File: config.mk
export PLATFORM = sky130hd
export DESIGN_NAME = apb4_user_guard_flat
export DESIGN_NICKNAME = d
export VERILOG_FILES = /design/src/rtl/apb4_user_guard_if.sv /design/src/rtl/apb4_user_guard.sv /design/src/flat_wrapper.sv
export SDC_FILE = /design/constraint.sdc
export NUM_CORES = 1
export LEC_CHECK = 0
export BUFFER_PORTS_ARGS = -buffer_cell sky130_fd_sc_hd__buf_2
export CAP_MARGIN = 20
export CORE_AREA = 4 4 88 90
export CTS_CLUSTER_SIZE = 12
export DETAILED_ROUTE_END_ITERATION = 6
export DIE_AREA = 0 0 92 94
export HOLD_SLACK_MARGIN = 0.03
export PLACE_DENSITY_LB_ADDON = 0.25
export SLEW_MARGIN = 5
export SYNTH_ARGS = -nofsm -noshare
export SYNTH_HDL_FRONTEND = slang
export SYNTH_SLANG_ARGS = --single-unit
File: constraint.sdc
create_clock -name clk_i -period 2.55 [get_ports clk_i]
set_input_delay 0.3825 -clock clk_i [delete_from_list [all_inputs] [get_ports clk_i]]
set_output_delay 0.3825 -clock clk_i [all_outputs]
set_load 0.05 [all_outputs]
File: src/rtl/apb4_user_guard_if.sv
// -----------------------------------------------------------------------------
// apb4_if
// APB4 bus bundle shared by the peripheral decoder, the user-IP guard and the
// user-IP wrapper.
//   master modport : drives the request (paddr, pprot, psel, penable, pwrite,
//                    pwdata, pstrb) and receives the response.
//   slave modport  : receives the request and drives the response (pready,
//                    prdata, pslverr).
// -----------------------------------------------------------------------------
interface apb4_if #(
  parameter int unsigned ADDR_WIDTH = 32,
  parameter int unsigned DATA_WIDTH = 32
);
  logic [ADDR_WIDTH-1:0]   paddr;
  logic [2:0]              pprot;
  logic                    psel;
  logic                    penable;
  logic                    pwrite;
  logic [DATA_WIDTH-1:0]   pwdata;
  logic [DATA_WIDTH/8-1:0] pstrb;
  logic                    pready;
  logic [DATA_WIDTH-1:0]   prdata;
  logic                    pslverr;

  modport master (
    output paddr, pprot, psel, penable, pwrite, pwdata, pstrb,
    input  pready, prdata, pslverr
  );

  modport slave (
    input  paddr, pprot, psel, penable, pwrite, pwdata, pstrb,
    output pready, prdata, pslverr
  );
endinterface

File: src/rtl/apb4_user_guard.sv
// -----------------------------------------------------------------------------
// apb4_user_guard
// APB4 transfer guard in front of the user-IP wrapper. Traffic is forwarded
// combinationally; the user-IP select is frozen for the length of a transfer,
// and an access phase that waits too long is aborted and completed upstream
// with PSLVERR so a hung user IP cannot lock the bus.
//
// Ports:
//   clk_i        in   system clock
//   rst_n_i      in   asynchronous active-low reset
//   sel_i        in   raw user-IP select from the SoC config register
//   sel_o        out  transfer-stable select for the wrapper
//   apb          slave  upstream APB4 port (from the peripheral decoder)
//   user         master downstream APB4 port (to the wrapper)
//   timeout_o    out  high for the single cycle of each abort
//   abort_cnt_o  out  saturating count of aborts
// -----------------------------------------------------------------------------
module apb4_user_guard #(
  parameter int unsigned TIMEOUT_CYCLES   = 256,
  parameter int unsigned USER_IPSEL_WIDTH = 4,
  parameter int unsigned DATA_WIDTH       = 32,
  parameter int unsigned CNT_WIDTH        = $clog2(TIMEOUT_CYCLES + 1)
) (
  input  logic                        clk_i,
  input  logic                        rst_n_i,
  input  logic [USER_IPSEL_WIDTH-1:0] sel_i,
  output logic [USER_IPSEL_WIDTH-1:0] sel_o,
  apb4_if.slave                       apb,
  apb4_if.master                      user,
  output logic                        timeout_o,
  output logic [7:0]                  abort_cnt_o
);

  // With the timeout disabled CNT_WIDTH collapses to 0; keep a 1-bit counter
  // so the declarations stay legal. Its value is then never looked at.
  localparam int unsigned CW         = (CNT_WIDTH == 0) ? 1 : CNT_WIDTH;
  localparam bit          TIMEOUT_EN = (TIMEOUT_CYCLES != 0);
  localparam logic [CW-1:0] WCNT_LAST =
    TIMEOUT_EN ? CW'(TIMEOUT_CYCLES - 1) : {CW{1'b0}};

  typedef enum logic [1:0] {
    ST_IDLE   = 2'd0,
    ST_ACCESS = 2'd1,
    ST_ABORT  = 2'd2
  } state_e;

  state_e                      state_r;
  logic [USER_IPSEL_WIDTH-1:0] sel_q_r;
  logic [CW-1:0]               wcnt_r;
  logic                        timeout_r;
  logic [7:0]                  abort_cnt_r;

  // Transfer FSM with wait-cycle counter, latched select and abort bookkeeping.
  always_ff @(posedge clk_i or negedge rst_n_i) begin
    if (!rst_n_i) begin
      state_r     <= ST_IDLE;
      sel_q_r     <= {USER_IPSEL_WIDTH{1'b0}};
      wcnt_r      <= {CW{1'b0}};
      timeout_r   <= 1'b0;
      abort_cnt_r <= 8'd0;
    end else begin
      // timeout_r is only raised on the transition into ABORT, giving a
      // registered pulse that coincides exactly with the ABORT cycle.
      timeout_r <= 1'b0;
      case (state_r)
        ST_IDLE: begin
          if (apb.psel && !apb.penable) begin
            state_r <= ST_ACCESS;
            sel_q_r <= sel_i;
            wcnt_r  <= {CW{1'b0}};
          end else begin
            state_r <= ST_IDLE;
          end
        end
        ST_ACCESS: begin
          if (apb.penable) begin
            // pready wins over the threshold: a completion in the last
            // allowed cycle is a normal completion.
            if (user.pready) begin
              state_r <= ST_IDLE;
            end else if (TIMEOUT_EN && (wcnt_r == WCNT_LAST)) begin
              state_r   <= ST_ABORT;
              timeout_r <= 1'b1;
              if (abort_cnt_r != 8'hFF) begin
                abort_cnt_r <= abort_cnt_r + 8'd1;
              end else begin
                abort_cnt_r <= abort_cnt_r;
              end
            end else begin
              wcnt_r <= wcnt_r + CW'(1);
            end
          end else begin
            state_r <= ST_ACCESS;
          end
        end
        ST_ABORT: begin
          state_r <= ST_IDLE;
        end
        default: begin
          state_r <= ST_IDLE;
        end
      endcase
    end
  end

  // Request fields that never need gating go straight through.
  assign user.paddr  = apb.paddr;
  assign user.pprot  = apb.pprot;
  assign user.pwrite = apb.pwrite;
  assign user.pwdata = apb.pwdata;
  assign user.pstrb  = apb.pstrb;

  assign timeout_o   = timeout_r;
  assign abort_cnt_o = abort_cnt_r;

  // State-dependent select, request gating and response muxing.
  always_comb begin
    sel_o        = sel_i;
    user.psel    = apb.psel;
    user.penable = apb.penable;
    apb.pready   = user.pready;
    apb.prdata   = user.prdata;
    apb.pslverr  = user.pslverr;
    case (state_r)
      ST_IDLE: begin
        sel_o = sel_i;
      end
      ST_ACCESS: begin
        sel_o = sel_q_r;
      end
      ST_ABORT: begin
        // Downstream is released; the stalled transfer is closed upstream
        // with an error and any late pready from the user IP is dropped.
        sel_o        = sel_q_r;
        user.psel    = 1'b0;
        user.penable = 1'b0;
        apb.pready   = 1'b1;
        apb.prdata   = {DATA_WIDTH{1'b0}};
        apb.pslverr  = 1'b1;
      end
      default: begin
        sel_o = sel_i;
      end
    endcase
  end

endmodule

File: src/flat_wrapper.sv
// flat-port wrapper written by rule: the top's interface ports become plain ports
module apb4_user_guard_flat 
#(
  parameter int unsigned TIMEOUT_CYCLES   = 256,
  parameter int unsigned USER_IPSEL_WIDTH = 4,
  parameter int unsigned DATA_WIDTH       = 32,
  parameter int unsigned CNT_WIDTH        = $clog2(TIMEOUT_CYCLES + 1)
)
  (clk_i, rst_n_i, sel_i, sel_o, timeout_o, abort_cnt_o, apb_paddr, apb_pprot, apb_psel, apb_penable, apb_pwrite, apb_pwdata, apb_pstrb, apb_pready, apb_prdata, apb_pslverr, user_paddr, user_pprot, user_psel, user_penable, user_pwrite, user_pwdata, user_pstrb, user_pready, user_prdata, user_pslverr);
  apb4_if #(.DATA_WIDTH(DATA_WIDTH)) apb_i ();
  apb4_if #(.DATA_WIDTH(DATA_WIDTH)) user_i ();
  input  logic clk_i;
  input  logic rst_n_i;
  input  logic [USER_IPSEL_WIDTH-1:0] sel_i;
  output logic [USER_IPSEL_WIDTH-1:0] sel_o;
  output logic timeout_o;
  output logic [7:0] abort_cnt_o;
  input wire logic [$bits(apb_i.paddr)-1:0] apb_paddr;
  input wire logic [$bits(apb_i.pprot)-1:0] apb_pprot;
  input wire logic [$bits(apb_i.psel)-1:0] apb_psel;
  input wire logic [$bits(apb_i.penable)-1:0] apb_penable;
  input wire logic [$bits(apb_i.pwrite)-1:0] apb_pwrite;
  input wire logic [$bits(apb_i.pwdata)-1:0] apb_pwdata;
  input wire logic [$bits(apb_i.pstrb)-1:0] apb_pstrb;
  output wire logic [$bits(apb_i.pready)-1:0] apb_pready;
  output wire logic [$bits(apb_i.prdata)-1:0] apb_prdata;
  output wire logic [$bits(apb_i.pslverr)-1:0] apb_pslverr;
  output wire logic [$bits(user_i.paddr)-1:0] user_paddr;
  output wire logic [$bits(user_i.pprot)-1:0] user_pprot;
  output wire logic [$bits(user_i.psel)-1:0] user_psel;
  output wire logic [$bits(user_i.penable)-1:0] user_penable;
  output wire logic [$bits(user_i.pwrite)-1:0] user_pwrite;
  output wire logic [$bits(user_i.pwdata)-1:0] user_pwdata;
  output wire logic [$bits(user_i.pstrb)-1:0] user_pstrb;
  input wire logic [$bits(user_i.pready)-1:0] user_pready;
  input wire logic [$bits(user_i.prdata)-1:0] user_prdata;
  input wire logic [$bits(user_i.pslverr)-1:0] user_pslverr;
  assign apb_i.paddr = apb_paddr;
  assign apb_i.pprot = apb_pprot;
  assign apb_i.psel = apb_psel;
  assign apb_i.penable = apb_penable;
  assign apb_i.pwrite = apb_pwrite;
  assign apb_i.pwdata = apb_pwdata;
  assign apb_i.pstrb = apb_pstrb;
  assign apb_pready = apb_i.pready;
  assign apb_prdata = apb_i.prdata;
  assign apb_pslverr = apb_i.pslverr;
  assign user_paddr = user_i.paddr;
  assign user_pprot = user_i.pprot;
  assign user_psel = user_i.psel;
  assign user_penable = user_i.penable;
  assign user_pwrite = user_i.pwrite;
  assign user_pwdata = user_i.pwdata;
  assign user_pstrb = user_i.pstrb;
  assign user_i.pready = user_pready;
  assign user_i.prdata = user_prdata;
  assign user_i.pslverr = user_pslverr;
  apb4_user_guard #(.TIMEOUT_CYCLES(TIMEOUT_CYCLES), .USER_IPSEL_WIDTH(USER_IPSEL_WIDTH), .DATA_WIDTH(DATA_WIDTH), .CNT_WIDTH(CNT_WIDTH)) u_core (.clk_i(clk_i), .rst_n_i(rst_n_i), .sel_i(sel_i), .sel_o(sel_o), .apb(apb_i), .user(user_i), .timeout_o(timeout_o), .abort_cnt_o(abort_cnt_o));
endmodule
==> run_summary.xml <==
<?xml version="1.0" encoding="UTF-8"?>
<metrics>
  <group name="status">
    <metric name="outcome" unit="">finished clean</metric>
  </group>
  <group name="yosys">
    <metric name="synth_top_cell_by_area" unit="">sky130_fd_sc_hd__dfrtp_1</metric>
    <metric name="synthSimpleGateAreaFrac" unit="">0.236</metric>
    <metric name="synth_cell_types" unit="">42</metric>
    <metric name="ys.warnings.count" unit="">0</metric>
    <metric name="post_synth_fa_ha_maj_area_fraction" unit="">0.0363</metric>
    <metric name="post_synthesis_cell_area" unit="um^2">2070</metric>
    <metric name="avg_inst_size_synth" unit="um^2">9.06</metric>
    <metric name="yosys-mux-area-fraction" unit="">0.0648</metric>
    <metric name="synth_compound_area_frac" unit="">0.0739</metric>
    <metric name="netlist.area_leader.share" unit="">0.291</metric>
    <metric name="synth.top_cells.by_area" unit="">sky130_fd_sc_hd__dfrtp_1 (29%), sky130_fd_sc_hd__buf_4 (26%), sky130_fd_sc_hd__nor2b_1 (11%)</metric>
    <metric name="post_synth_inst_count" unit="">228</metric>
    <metric name="yosys_most_used_dff" unit="">sky130_fd_sc_hd__dfrtp_1</metric>
    <metric name="synth_edf_count" unit="">0</metric>
    <metric name="main_combinational_cell_family_by_area_after_synthesis" unit="">buffers and inverters</metric>
    <metric name="syn_nets" unit="">348</metric>
    <metric name="post_synth_xor_area_fraction" unit="">0.00848</metric>
    <metric name="synth-seq-area-share" unit="">0.291</metric>
    <metric name="async_reset_ff_frac" unit="">1.00</metric>
    <metric name="synth-seq-cells" unit="">24</metric>
  </group>
  <group name="finish">
    <metric name="area.growth.synth_to_final" unit="%">3.33</metric>
    <metric name="num-nets-final" unit="">367</metric>
    <metric name="fin_area" unit="um^2">2130</metric>
    <metric name="post_route_cells_drive_above_1_share" unit="">0.455</metric>
    <metric name="antenna_diode_instance_count" unit="">0</metric>
    <metric name="fillCellCount" unit="">775</metric>
    <metric name="mostFrequentLayoutCells" unit="">sky130_fd_sc_hd__buf_2 (90), sky130_fd_sc_hd__nor2b_1 (35), sky130_fd_sc_hd__dfrtp_1 (24)</metric>
    <metric name="mostFrequentLayoutCell" unit="">sky130_fd_sc_hd__buf_2</metric>
    <metric name="multi_input_area" unit="um^2">871</metric>
    <metric name="final_core_utilization" unit="">0.302</metric>
    <metric name="regArea" unit="um^2">601</metric>
  </group>
  <group name="power">
    <metric name="clockPowerShare" unit="">0.250</metric>
    <metric name="overall_power_of_the_completed_layout" unit="uW">1080</metric>
    <metric name="max-vdd-ir-drop" unit="mV">0.238</metric>
    <metric name="power.static_leakage" unit="uW">0.00109</metric>
    <metric name="internal-power" unit="uW">675</metric>
    <metric name="seq_power_share" unit="">0.412</metric>
    <metric name="powerDensity" unit="nW/um^2">505</metric>
    <metric name="comb_power_share" unit="">0.338</metric>
    <metric name="power.switching" unit="uW">402</metric>
    <metric name="switching_share" unit="">0.373</metric>
  </group>
  <group name="die">
    <metric name="ios" unit="">235</metric>
    <metric name="die_area" unit="um^2">8650</metric>
    <metric name="core.rowCount" unit="">31</metric>
    <metric name="die_w" unit="um">92</metric>
    <metric name="initial_core_util" unit="">0.293</metric>
    <metric name="die_y" unit="um">94</metric>
    <metric name="core_area" unit="um^2">7060</metric>
  </group>
  <group name="job">
    <metric name="cap_viol_max_count" unit="">0</metric>
  </group>
  <group name="clock_network">
    <metric name="worst_skew_pair.late_latency" unit="ns">0.27</metric>
    <metric name="clk_transition_reported_paths" unit="ns">0.10</metric>
    <metric name="clock_tree.root_cell" unit="">sky130_fd_sc_hd__clkbuf_8</metric>
    <metric name="cts_inserted_buffers" unit="">3</metric>
    <metric name="cts_max_path_buffers" unit="">2</metric>
    <metric name="cts.hold.buffers_added" unit="">0</metric>
    <metric name="cts.sinks" unit="">24</metric>
    <metric name="clock_tree.htree_level_count" unit="">1</metric>
    <metric name="tritoncts" unit="">yes</metric>
  </group>
  <group name="drt">
    <metric name="route.detailed.vias_per_inst" unit="">4.37</metric>
    <metric name="first_pass_iters" unit="">4</metric>
    <metric name="drt_wl_total" unit="um">5450</metric>
    <metric name="ant_nets" unit="">0</metric>
    <metric name="detail_route.iter0.violations" unit="">55</metric>
    <metric name="route.detailed.drc" unit="">0</metric>
    <metric name="wl_per_cell" unit="um">15.8</metric>
    <metric name="via_total_after_detailed_routing" unit="">1509</metric>
  </group>
  <group name="sta">
    <metric name="maxSlewHeadroom" unit="">0.624</metric>
    <metric name="finalCriticalPeriod" unit="ns">2.28</metric>
    <metric name="achievable-frequency" unit="MHz">440</metric>
    <metric name="final_report_max_slew_violation_count" unit="">0</metric>
    <metric name="final_hold_viol_count" unit="">0</metric>
    <metric name="timing.final.crit_share" unit="">0.892</metric>
    <metric name="fin_worst_skew" unit="ns">0.00863</metric>
    <metric name="tightestPinTransition" unit="ns">0.564</metric>
    <metric name="setup_viol_count_final" unit="">0</metric>
  </group>
  <group name="placement">
    <metric name="hpwlAfterDp" unit="um">4480</metric>
    <metric name="post_dp_cell_area" unit="um^2">2080</metric>
    <metric name="io_buffers" unit="">90</metric>
    <metric name="globalplace.congestion" unit="">0.761</metric>
  </group>
  <group name="worst_setup_path">
    <metric name="critical_path_arrival" unit="ns">2.49</metric>
    <metric name="cp_max_fanout" unit="">8</metric>
    <metric name="worstPathRequired" unit="ns">2.77</metric>
    <metric name="crit_type" unit="">flip-flop to flip-flop</metric>
    <metric name="cp_launch_type" unit="">flip-flop</metric>
    <metric name="timing.critical_path.to_type" unit="">flip-flop</metric>
  </group>
  <group name="grt">
    <metric name="first_global_vias" unit="">1578</metric>
    <metric name="grt-ovfl-total" unit="">0</metric>
    <metric name="grt_first_pass_wirelength" unit="um">8400</metric>
    <metric name="grtUsageTotal" unit="">0.123</metric>
    <metric name="grt_start_max_net_pins" unit="">37</metric>
    <metric name="antenna_violations_before_repair" unit="">0</metric>
  </group>
  <group name="worst_hold_path">
    <metric name="worstHoldPathType" unit="">input pin to async pin</metric>
  </group>
</metrics>
==> synthesized netlist by cell type, types with 3 or more instances <==
master	number
sky130_fd_sc_hd__o31ai_1	3
sky130_fd_sc_hd__nand4_1	4
sky130_fd_sc_hd__inv_1	5
sky130_fd_sc_hd__clkbuf_1	3
sky130_fd_sc_hd__buf_4	72
sky130_fd_sc_hd__dfrtp_1	24
sky130_fd_sc_hd__nor2b_1	35
sky130_fd_sc_hd__a21oi_1	3
sky130_fd_sc_hd__o21ai_0	5
sky130_fd_sc_hd__nand2_1	11
sky130_fd_sc_hd__and3_1	4
sky130_fd_sc_hd__ha_1	6
sky130_fd_sc_hd__nand3_1	9
sky130_fd_sc_hd__mux2_2	10
==> critical path, stage by stage, from the launching register on <==
cell                        delay (ns)
sky130_fd_sc_hd__dfrtp_1          0.43
sky130_fd_sc_hd__and3_2           0.26
sky130_fd_sc_hd__nand3_1          0.11
sky130_fd_sc_hd__nor3_1           0.06
sky130_fd_sc_hd__ha_2             0.20
sky130_fd_sc_hd__nand4bb_4        0.21
sky130_fd_sc_hd__or2_1            0.33
sky130_fd_sc_hd__or4b_1           0.53
sky130_fd_sc_hd__nand3_1          0.08
==> power by group through the flow <==
stage	combinational (uW)	clock, uW	sequential [uW]
floorplan	579	0	445
global placement	368	0	449
detailed placement	369	0	451
CTS	370	277	443
global route	392	294	450
finish	364	270	444
==> sequential cells by signal, indices dropped and copies added, names as in the netlist <==
signal              flops
u_core.wcnt_r           9
u_core.abort_cnt_o      8
u_core.sel_q_r          4
u_core.state_r          2
u_core.timeout_o        1
==> path summary, 6_finish.rpt <==
kind,start,endpoint,slack [ns],cells past startpoint
worst min register to register,u_core.wcnt_r[8]$_DFFE_PN0P_,u_core.wcnt_r[8]$_DFFE_PN0P_,0.50,2
max in group asynchronous,rst_n_i,u_core.wcnt_r[6]$_DFFE_PN0P_,2.08,1
worst min-delay path,rst_n_i,u_core.wcnt_r[5]$_DFFE_PN0P_,0.09,1
min in group clk_i,sel_i[2],u_core.sel_q_r[2]$_DFFE_PN0P_,0.35,2
worst max register to register,u_core.wcnt_r[2]$_DFFE_PN0P_,u_core.wcnt_r[3]$_DFFE_PN0P_,0.27,8
worst max-delay path,u_core.wcnt_r[2]$_DFFE_PN0P_,u_core.wcnt_r[3]$_DFFE_PN0P_,0.27,8
==> per-layer routing <==
layer,global-route usage,up-vias,share of wire
met5,0,-,0
met4,0.0446,0,0.018
met3,0.0577,14,0.13
met2,0.210,96,0.47
met1,0.134,673,0.38
li1,-,726,-
==> logic make-up (layout without fill, tap and decap cells) <==
logic type / count (synthesis) / after routing
xor+xnor: 2 / 2
mux: 12 / 12
flops: 24 / 24
compound gates: 22 / 22
buf+inv: 83 / 101
fa+ha+maj: 6 / 6
simple gates: 79 / 79
==> final cells by class <==
cell class,count,share of cell area
Inverter,5,0.00879
Tap cell,99,0.0580
Clock buffer,4,0.0258
Timing Repair Buffer,92,0.218
Sequential cell,24,0.281
Multi-Input combinational cell,121,0.408
==> stage by stage <==
stage,instances,hold slack [ns],setup slack [ns],setup TNS [ns]
floorplan,228,0.0869,0.382,0
global placement,341,0.411,0.284,0
detailed placement,341,0.414,0.244,0
CTS,345,0.113,0.216,0
global route,345,0.128,-0.00938,-0.00938
finish,345,0.0947,0.275,0
==> timing repair <==
action / CTS / global route
setup endpoints to repair: 0 / 1
setup buffers: 0 / 0
hold endpoints to repair: 0 / 0
gates resized for setup: 0 / 2
(Power assumes the default switching activity.)
